==> src/rtl/painterengine_gpu_dma_reader.sv <==
// AXI4 read master: fetches a word-aligned region for one of four channels in 1 KB-safe INCR bursts.
// Optional RLAST consistency check enabled by PAINTERENGINE_GPU_READER_RLAST_CHECK_EN.
module painterengine_gpu_dma_reader #(
  parameter int PARAM_DATA_ALIGN = 32
) (
  input  logic                          i_wire_clock,
  input  logic                          i_wire_resetn,
  input  logic [3:0]                    i_wire_router,
  output logic                          o_wire_done,
  input  logic [127:0]                  i_wire_address,
  input  logic [127:0]                  i_wire_length,
  output logic [4*PARAM_DATA_ALIGN-1:0] o_wire_data,
  output logic [3:0]                    o_wire_data_valid,
  input  logic [3:0]                    i_wire_data_next,
  output logic                          o_wire_error,
  output logic [2:0]                    o_wire_error_type,
  output logic                          o_wire_M_AXI_ARID,
  output logic [31:0]                   o_wire_M_AXI_ARADDR,
  output logic [7:0]                    o_wire_M_AXI_ARLEN,
  output logic [2:0]                    o_wire_M_AXI_ARSIZE,
  output logic [1:0]                    o_wire_M_AXI_ARBURST,
  output logic                          o_wire_M_AXI_ARLOCK,
  output logic [3:0]                    o_wire_M_AXI_ARCACHE,
  output logic [2:0]                    o_wire_M_AXI_ARPROT,
  output logic [3:0]                    o_wire_M_AXI_ARQOS,
  output logic                          o_wire_M_AXI_ARVALID,
  input  logic                          i_wire_M_AXI_ARREADY,
  input  logic                          i_wire_M_AXI_RID,
  input  logic [PARAM_DATA_ALIGN-1:0]   i_wire_M_AXI_RDATA,
  input  logic [1:0]                    i_wire_M_AXI_RRESP,
  input  logic                          i_wire_M_AXI_RLAST,
  input  logic                          i_wire_M_AXI_RVALID,
  output logic                          o_wire_M_AXI_RREADY
);

  typedef enum logic [4:0] {
    ST_ROUTING     = 5'h01,
    ST_PARAM_CHECK = 5'h02,
    ST_CALC        = 5'h03,
    ST_CALC2       = 5'h04,
    ST_ADDR        = 5'h05,
    ST_DATA        = 5'h06,
    ST_DONE        = 5'h07,
    ST_ERR         = 5'h10
  } state_t;

  state_t      state, state_next;
  logic [2:0]  err_type, err_next;
  logic [1:0]  idx, sel_idx;
  logic        sel_ok;
  logic [31:0] addr_r, len_r, offset, waddr, remaining, araddr_r;
  logic [8:0]  burst, beat_cnt, room, burst_calc, burst_m1;
  logic [7:0]  arlen_r;
  logic [15:0] tmo;
  logic [32:0] offset_sum;
  logic        in_data, rready_int, beat_fire, last_beat, ar_hs, wait_cyc, tmo_hit, resp_bad;
  logic        unused_sink;

  always_comb begin
    sel_ok  = 1'b1;
    sel_idx = 2'd0;
    case (i_wire_router)
      4'b0001: sel_idx = 2'd0;
      4'b0010: sel_idx = 2'd1;
      4'b0100: sel_idx = 2'd2;
      4'b1000: sel_idx = 2'd3;
      default: sel_ok  = 1'b0;
    endcase
  end

  assign in_data    = (state == ST_DATA);
  assign rready_int = in_data && i_wire_data_next[idx];
  assign beat_fire  = rready_int && i_wire_M_AXI_RVALID;
  assign ar_hs      = (state == ST_ADDR) && i_wire_M_AXI_ARREADY;
  assign resp_bad   = (i_wire_M_AXI_RRESP >= 2'd2);
  assign last_beat  = ((beat_cnt + 9'd1) == burst);
  assign offset_sum = {1'b0, offset} + {24'd0, burst};
  // Words left before the next 1 KB boundary; always 1..256.
  assign room       = 9'd256 - {1'b0, waddr[9:2]};
  assign burst_calc = (remaining < {23'd0, room}) ? remaining[8:0] : room;
  assign burst_m1   = burst_calc - 9'd1;
  // Consumer backpressure (RVALID high, next low) deliberately does not count.
  assign wait_cyc   = ((state == ST_ADDR) && !i_wire_M_AXI_ARREADY) ||
                      (in_data && !i_wire_M_AXI_RVALID);
  assign tmo_hit    = (tmo >= 16'd255);

`ifdef PAINTERENGINE_GPU_READER_RLAST_CHECK_EN
  logic rlast_err;
  assign rlast_err   = (i_wire_M_AXI_RLAST != last_beat);
  assign unused_sink = &{1'b0, i_wire_M_AXI_RID};
`else
  assign unused_sink = &{1'b0, i_wire_M_AXI_RID, i_wire_M_AXI_RLAST};
`endif

  always_comb begin
    state_next = state;
    err_next   = err_type;
    case (state)
      ST_ROUTING: begin
        if (i_wire_router != 4'd0) begin
          if (sel_ok) begin
            state_next = ST_PARAM_CHECK;
          end else begin
            state_next = ST_ERR;
            err_next   = 3'd1;
          end
        end
      end
      ST_PARAM_CHECK: begin
        if (addr_r[1:0] != 2'b00) begin
          state_next = ST_ERR;
          err_next   = 3'd2;
        end else if (len_r == 32'd0) begin
          state_next = ST_ERR;
          err_next   = 3'd3;
        end else begin
          state_next = ST_CALC;
        end
      end
      ST_CALC:  state_next = ST_CALC2;
      ST_CALC2: state_next = ST_ADDR;
      ST_ADDR: begin
        if (i_wire_M_AXI_ARREADY) begin
          state_next = ST_DATA;
        end else if (tmo_hit) begin
          state_next = ST_ERR;
          err_next   = 3'd4;
        end
      end
      ST_DATA: begin
        if (beat_fire) begin
          if (resp_bad) begin
            state_next = ST_ERR;
            err_next   = 3'd6;
          end
`ifdef PAINTERENGINE_GPU_READER_RLAST_CHECK_EN
          else if (rlast_err) begin
            state_next = ST_ERR;
            err_next   = 3'd7;
          end
`endif
          else if (last_beat) begin
            state_next = (offset_sum >= {1'b0, len_r}) ? ST_DONE : ST_CALC;
          end
        end else if (!i_wire_M_AXI_RVALID && tmo_hit) begin
          state_next = ST_ERR;
          err_next   = 3'd5;
        end
      end
      ST_DONE:  state_next = ST_DONE;
      ST_ERR:   state_next = ST_ERR;
      default:  state_next = ST_ROUTING;
    endcase
  end

  always_ff @(posedge i_wire_clock or negedge i_wire_resetn) begin
    if (!i_wire_resetn) begin
      state    <= ST_ROUTING;
      err_type <= 3'd0;
    end else begin
      state    <= state_next;
      err_type <= err_next;
    end
  end

  always_ff @(posedge i_wire_clock or negedge i_wire_resetn) begin
    if (!i_wire_resetn) begin
      idx       <= 2'd0;
      addr_r    <= 32'd0;
      len_r     <= 32'd0;
      offset    <= 32'd0;
      waddr     <= 32'd0;
      remaining <= 32'd0;
      burst     <= 9'd0;
      beat_cnt  <= 9'd0;
      araddr_r  <= 32'd0;
      arlen_r   <= 8'd0;
      tmo       <= 16'd0;
    end else begin
      case (state)
        ST_ROUTING: begin
          if (sel_ok) begin
            idx    <= sel_idx;
            addr_r <= i_wire_address[sel_idx*32 +: 32];
            len_r  <= i_wire_length[sel_idx*32 +: 32];
            offset <= 32'd0;
          end
        end
        ST_CALC: begin
          waddr     <= addr_r + {offset[29:0], 2'b00};
          remaining <= len_r - offset;
        end
        ST_CALC2: begin
          burst    <= burst_calc;
          araddr_r <= waddr;
          arlen_r  <= burst_m1[7:0];
        end
        ST_ADDR: begin
          if (i_wire_M_AXI_ARREADY) beat_cnt <= 9'd0;
        end
        ST_DATA: begin
          if (beat_fire && !resp_bad) begin
            beat_cnt <= beat_cnt + 9'd1;
            if (last_beat) offset <= offset_sum[31:0];
          end
        end
        default: ;
      endcase

      if ((state_next != state) || ar_hs || beat_fire) begin
        tmo <= 16'd0;
      end else if (wait_cyc) begin
        tmo <= tmo + 16'd1;
      end
    end
  end

  always_comb begin
    o_wire_data       = '0;
    o_wire_data_valid = 4'd0;
    if (in_data) begin
      o_wire_data[idx*PARAM_DATA_ALIGN +: PARAM_DATA_ALIGN] = i_wire_M_AXI_RDATA;
      o_wire_data_valid[idx] = i_wire_M_AXI_RVALID;
    end
  end

  assign o_wire_done          = (state == ST_DONE);
  assign o_wire_error         = state[4];
  assign o_wire_error_type    = err_type;
  assign o_wire_M_AXI_ARID    = 1'b0;
  assign o_wire_M_AXI_ARADDR  = araddr_r;
  assign o_wire_M_AXI_ARLEN   = arlen_r;
  assign o_wire_M_AXI_ARSIZE  = 3'b010;
  assign o_wire_M_AXI_ARBURST = 2'b01;
  assign o_wire_M_AXI_ARLOCK  = 1'b0;
  assign o_wire_M_AXI_ARCACHE = 4'b0010;
  assign o_wire_M_AXI_ARPROT  = 3'd0;
  assign o_wire_M_AXI_ARQOS   = 4'd0;
  assign o_wire_M_AXI_ARVALID = (state == ST_ADDR);
  assign o_wire_M_AXI_RREADY  = rready_int;

endmodule

==> config.mk <==
export PLATFORM = sky130hd
export DESIGN_NAME = painterengine_gpu_dma_reader
export DESIGN_NICKNAME = d
export VERILOG_FILES = /design/src/rtl/painterengine_gpu_dma_reader.sv
export SDC_FILE = /design/constraint.sdc
export NUM_CORES = 1
export LEC_CHECK = 0
export ABC_AREA = 1
export CAP_MARGIN = 20
export CORE_MARGIN = 4
export CORE_UTILIZATION = 25
export CTS_BUF_LIST = sky130_fd_sc_hd__clkbuf_8
export DETAILED_ROUTE_END_ITERATION = 16
export PLACE_DENSITY = 0.49
export SLEW_MARGIN = 40
export SYNTH_ARGS = -nofsm -noshare
export SYNTH_HDL_FRONTEND = slang
export SYNTH_SLANG_ARGS = --single-unit
==> constraint.sdc <==
create_clock -name i_wire_clock -period 3 [get_ports i_wire_clock]
set_input_delay 0.45 -clock i_wire_clock [delete_from_list [all_inputs] [get_ports i_wire_clock]]
set_output_delay 0.45 -clock i_wire_clock [all_outputs]
set_load 0.05 [all_outputs]
# Word-level counts from Yosys, hierarchy flattened
# Cells that the tools add are included.
# totals
in_bits,304
output_inout_bits,197
ff_bits,244
elab_cells,124
# op_classes
n_eq_ne,25
bitwise_logic,2
shifts,4
muxes,40
add_sub_neg,8
magnitude_cmp,6
reduce_logical,26
# op_table
op,n
$shiftx A128 B8 Y32,2
$and A128 B128 Y128,1
$mux W128,1
$shift A32 B34 Y128 const A,1
$shiftx A32 B34 Y128,1
$mux W32,3
$pmux W32 S2,1
$mux W5,10
$pmux W5 S8,1
$neg A7 Y34,1
$add A32 B9 Y33,1
$ge A33 B32 Y1,1
$add A32 B32 Y32,1
$logic_not A32 Y1,1
$lt A32 B9 Y1,1
$mux W16,2
$sub A32 B32 Y32,1
$mux W3,10
$mux W9,3
$eq A5 B3 Y1 const B,4
$pmux W9 S2,1
$add A16 B1 Y16 const B,1
$ge A16 B8 Y1 const B,1
$pmux W3 S4,1
36 further kinds,60

# Longest topological paths before layout
# depth
ltp_word,11
depth_mapped,24
mapped_depth_nobuf,23

# Worst setup path after synthesis
# OpenSTA, ideal clock, no wires.
# synth_timing
kind,register to output
start,register state[4]
end,output port o_wire_data[126]
arrival_ns,2.695
required_ns,2.550
setup_slack_ns,-0.145
stages_incl_launch_ff,6
n_path_buf,0
cell_sequence,dfrtp_1 inv_2 nand3_2 nor2_2 nand3_1 nor4_1
# synth_between
elab_chain_cells,2
# synth_lines
element,line,source
start: declaration,47,"state_t state, state_next;"
start signal: assignment,161,state <= state_next;
$eq A5 B3 Y1,71,assign in_data = (state == ST_DATA);
$mux W128,221,if (in_data) begin
end: declaration,12,"output logic [4*PARAM_DATA_ALIGN-1:0] o_wire_data,"
# No other way between the ends.

# Worst setup path in the final report
# layout_timing
start,register burst[0]
end,register state[2]
# layout_between
elab_chain_cells,7
word_cells_on_any_way,8
cone_classes,1 x add/sub; 1 x order compare; 1 x eq/ne; 5 x mux
# layout_lines
element,line,source
start: declaration,52,"logic [8:0] burst, beat_cnt, room, burst_calc, burst_m1;"
start signal: assignment,194,burst <= burst_calc;
$add A32 B9 Y33,77,"assign offset_sum = {1'b0, offset} + {24'd0, burst};"
$ge A33 B32 Y1,143,"state_next = (offset_sum >= {1'b0, len_r}) ? ST_DONE : ST_CALC;"
$mux W3,143,
$mux W5 *,142,else if (last_beat) begin
$mux W5 *,132,if (resp_bad) begin
$mux W5 *,131,if (beat_fire) begin
$pmux W5 S8 *,98,case (state)
via state_next[2],47,
# Mark *: on every way through the listed nets, which the timed path passes. The rest lies on a longest branch.
# A chain may end at the register's enable or synchronous reset.

==> flow_metrics.tcl <==
set metrics [dict create \
    clk_pin_slew_worst_paths_ns 0.07 \
    grt_max_degree 129 \
    place_area_um2 27260 \
    drt_iter0_drc 1230 \
    post-route-period-util_pct 106.7 \
    cts.sinks 244 \
    slowest_delay_ns 0.39 \
    clock_latency_ns 0.65 \
    cp_slowest_cell "dfrtp_1" \
    antenna_found_initial 1 \
    synth.area.mux_share_pct 0.05323 \
    cts_root_buf "clkbuf_8" \
    track_usage_pct 19.59 \
    yosys.area_share.simple_pct 28.30 \
    clk_path_buf_depth 3 \
    syn_area_per_cell_um2 6.942 \
    synth.distinct_cells 59 \
    die_w_um 282.3 \
    drt_pass1_iterations 5 \
    grt_pass1_vias 19830 \
    holdCritPathClass "primary input to async pin" \
    crit_buf_inv 3 \
    cp-end-kind "flop" \
    leakagePower_uw 0.01324 \
    synth_cells 2709 \
    async_reset_ff_share_pct 100.0 \
    tightest_slew_ns 0.7686 \
    viasPerCell 4.725 \
    n_fill_cell 7652 \
    rows 100 \
    synth_edf_count 0 \
    synth_top_family_by_area "simple AND/OR/NAND/NOR gates" \
    synthAdderAreaFrac_pct 8.170 \
    ios 501 \
    syn2layout_area_growth_pct 59.17 \
    crit_path_max_fanout 4 \
    h-tree-depth 2 \
    fmax_ghz 0.3125 \
    p_per_area_nw_per_um2 763.0 \
    grt_setup_unrepaired "true" \
    r2r_setup_slack_ns -0.20 \
    placedCellCount 4242 \
    fin_ws_ns -0.1997 \
    synth_ff_type "dfrtp_1" \
    cp_common_cell "nand2_1" \
    netlist_area_um2 18810 \
    crit_required_ns 3.52 \
    antenna_left 0 \
    drive_gt1_share_pct 20.55 \
    die_h_um 282.3 \
    status "complete, but fails checks" \
    finalNetCount 3787 \
    violations "setup timing" \
    wl_per_cell_um 18.94 \
    synthXorXnorAreaFrac_pct 3.240 \
    dp_hpwl_um 66210 \
    grt_pass1_wl_um 121000 \
    num_vias 20630 \
    final_common_cell "nand2_1" \
    layoutNonFillerInstCount 4367 \
    reg2reg_from "burst[0]" \
    worstPathCellList "ha_2, buf_4, nand3_1, nand3_1, a21boi_4, buf_4, inv_1, nand2_1, nand2_1, xor2_1, ha_1, nand2_1, nor2_1, a21oi_1, nand3_1, nand2_1, nand2_1, nand3_1, nand4_1, nand2_1, nand2_1" \
    tritoncts "yes" \
    yosys_warnings 0 \
    crit_arrival_ns 3.72 \
    fin_crit_ns 3.200 \
    critPathKind "flop to flop" \
    ys_seq_area_share_pct 32.48 \
    drc 0 \
    final_cell_mix "nand2_1 (464), nor2_1 (343), clkdlybuf4s50_1 (343)" \
    drv_slew 0 \
    wl_um 82700 \
    place_congestion 0.9187 \
    crit_start "burst[0]" \
    fp.coreArea_um2 74450 \
    drv_cap 0 \
    cp_top_family "simple AND/OR/NAND/NOR gates" \
    io_buffers 479 \
    finalSetupViolations 1 \
    dieArea_um2 79670 \
    initial_utilization_pct 25.26 \
    fin_skew_ns 0.03292 \
    cp-start-kind "flop" \
    synth_compound_area_share_pct 18.36 \
    relSlewSlack_pct 48.76 \
    stdcell_area_um2 29930 \
    hold_violations 0 \
    grt.overflow.total 0 \
    peakVddDrop_v 0.0003360 \
    cts_made_buffers 49 \
    ys_seq_elements 244 \
]
[layer usage]
layer  wire (µm)  track usage (%)  up-vias
li1            -                -    10380
met1       38650            27.82     9644
met2       37970            31.33      521
met3        4305            3.186       93
met4        1768            4.502        0
met5           0                0        -
[timing repair]
action	CTS	global route
endpoints found under the setup margin	137	141
hold buffers	1	0
gates resized for setup	166	119
cloned	0	4
setup buffers	12	21
pin swaps	28	41
hold endpoints to repair	45	0
[logic make-up (layout without fill, tap and decap cells)]
| kind of cell | after synthesis | count (layout) |
|---|---|---|
| AND/OR/NAND/NOR | 1229 | 1229 |
| AO/OA/AOI/OAI | 604 | 604 |
| buffers and inverters | 440 | 1110 |
| flip-flops | 244 | 244 |
| adder cells (fa/ha/maj) | 121 | 121 |
| XOR/XNOR | 68 | 68 |
| other | 2 | 21 |
| multiplexers | 1 | 1 |
[where the power goes]
| group | switching (µW) | internal, µW | total [µW] | leakage (µW) |
|---|---|---|---|---|
| sequential | 1250 | 4440 | 5690 | 0.00311 |
| clock | 1620 | 1970 | 3600 | 0.000566 |
| combinational | 8390 | 5160 | 13600 | 0.00956 |
| total | 11300 | 11600 | 22800 | 0.0132 |
[worst paths after layout]
check | endpoint | cells after the start
worst max-delay path | state[2] | 21
worst min-delay path | burst[5] | 2
worst max register to register | state[2] | 21
worst min register to register | o_wire_M_AXI_ARLEN[3] | 2
max in group asynchronous | tmo[2] | 3
min in group i_wire_clock | o_wire_M_AXI_ARLEN[3] | 2
[sequential cells by signal (all words and copies together) (netlist names), 8 cells and up]
signal,cells
o_wire_M_AXI_ARADDR,32
waddr,32
len_r,32
burst,9
remaining,32
offset,32
tmo,16
beat_cnt,9
o_wire_M_AXI_ARLEN,8
addr_r,32
[synth_stat cells (all sizes together) (2+ instances only)]
master  count  area, µm²
nand2     487       1843
nor2      359       1383
inv       308       1156
o21ai     298       1506
dfrtp     243       6081
nor3      163      837.1
nand3     130      670.6
ha        118       1476
a21oi      99      499.2
clkbuf     81      304.0
a31oi      72      450.4
o21a       70      525.5
xor2       55      481.7
buf        51      300.3
nand4      42      277.8
o22ai      25      156.4
or2        20      125.1
nor4       18      112.6
xnor2      12      105.1
o21bai      9      67.56
a21o        8      60.06
a21boi      7      52.55
o211ai      7      52.55
nand3b      5      37.54
fa          3      60.06
and2        2      12.52
conb        2      7.510
nor3b       2      15.01
o221a       2      22.52
[final cells by class]
class / count / area [µm²] / area share [%]
repair buffers: 717 / 8115 / 27.11
inverters: 308 / 1170 / 3.908
flip-flops and latches: 244 / 6110 / 20.41
clock inverters: 26 / 198.9 / 0.6646
clock buffers: 59 / 812.0 / 2.713
diodes: 2 / 5.005 / 0.01672
well taps: 969 / 1212 / 4.050
multi-input cells: 2042 / 12310 / 41.13
[through the flow]
| step | hold WS [ns] | util (%) | setup TNS (ns) | worst slack, ns | total power [µW] |
|---|---|---|---|---|---|
| 6_report | 0.3459 | 40.21 | -0.1997 | -0.1997 | 22840 |
| 5_1_grt | 0.3413 | 40.21 | -1.811 | -0.4118 | 24670 |
| 4_1_cts | 0.2917 | 39.10 | -0.4004 | -0.1506 | 21830 |
| 3_5_place_dp | 0.4190 | 36.61 | -0.9613 | -0.4110 | 17570 |
| 3_3_place_gp | 0.4186 | 36.61 | -0.7034 | -0.4121 | 17560 |
| 2_1_floorplan | 0.1544 | - | -0.5787 | -0.1447 | 12570 |
Note: power is estimated with default switching activity, not from simulation.
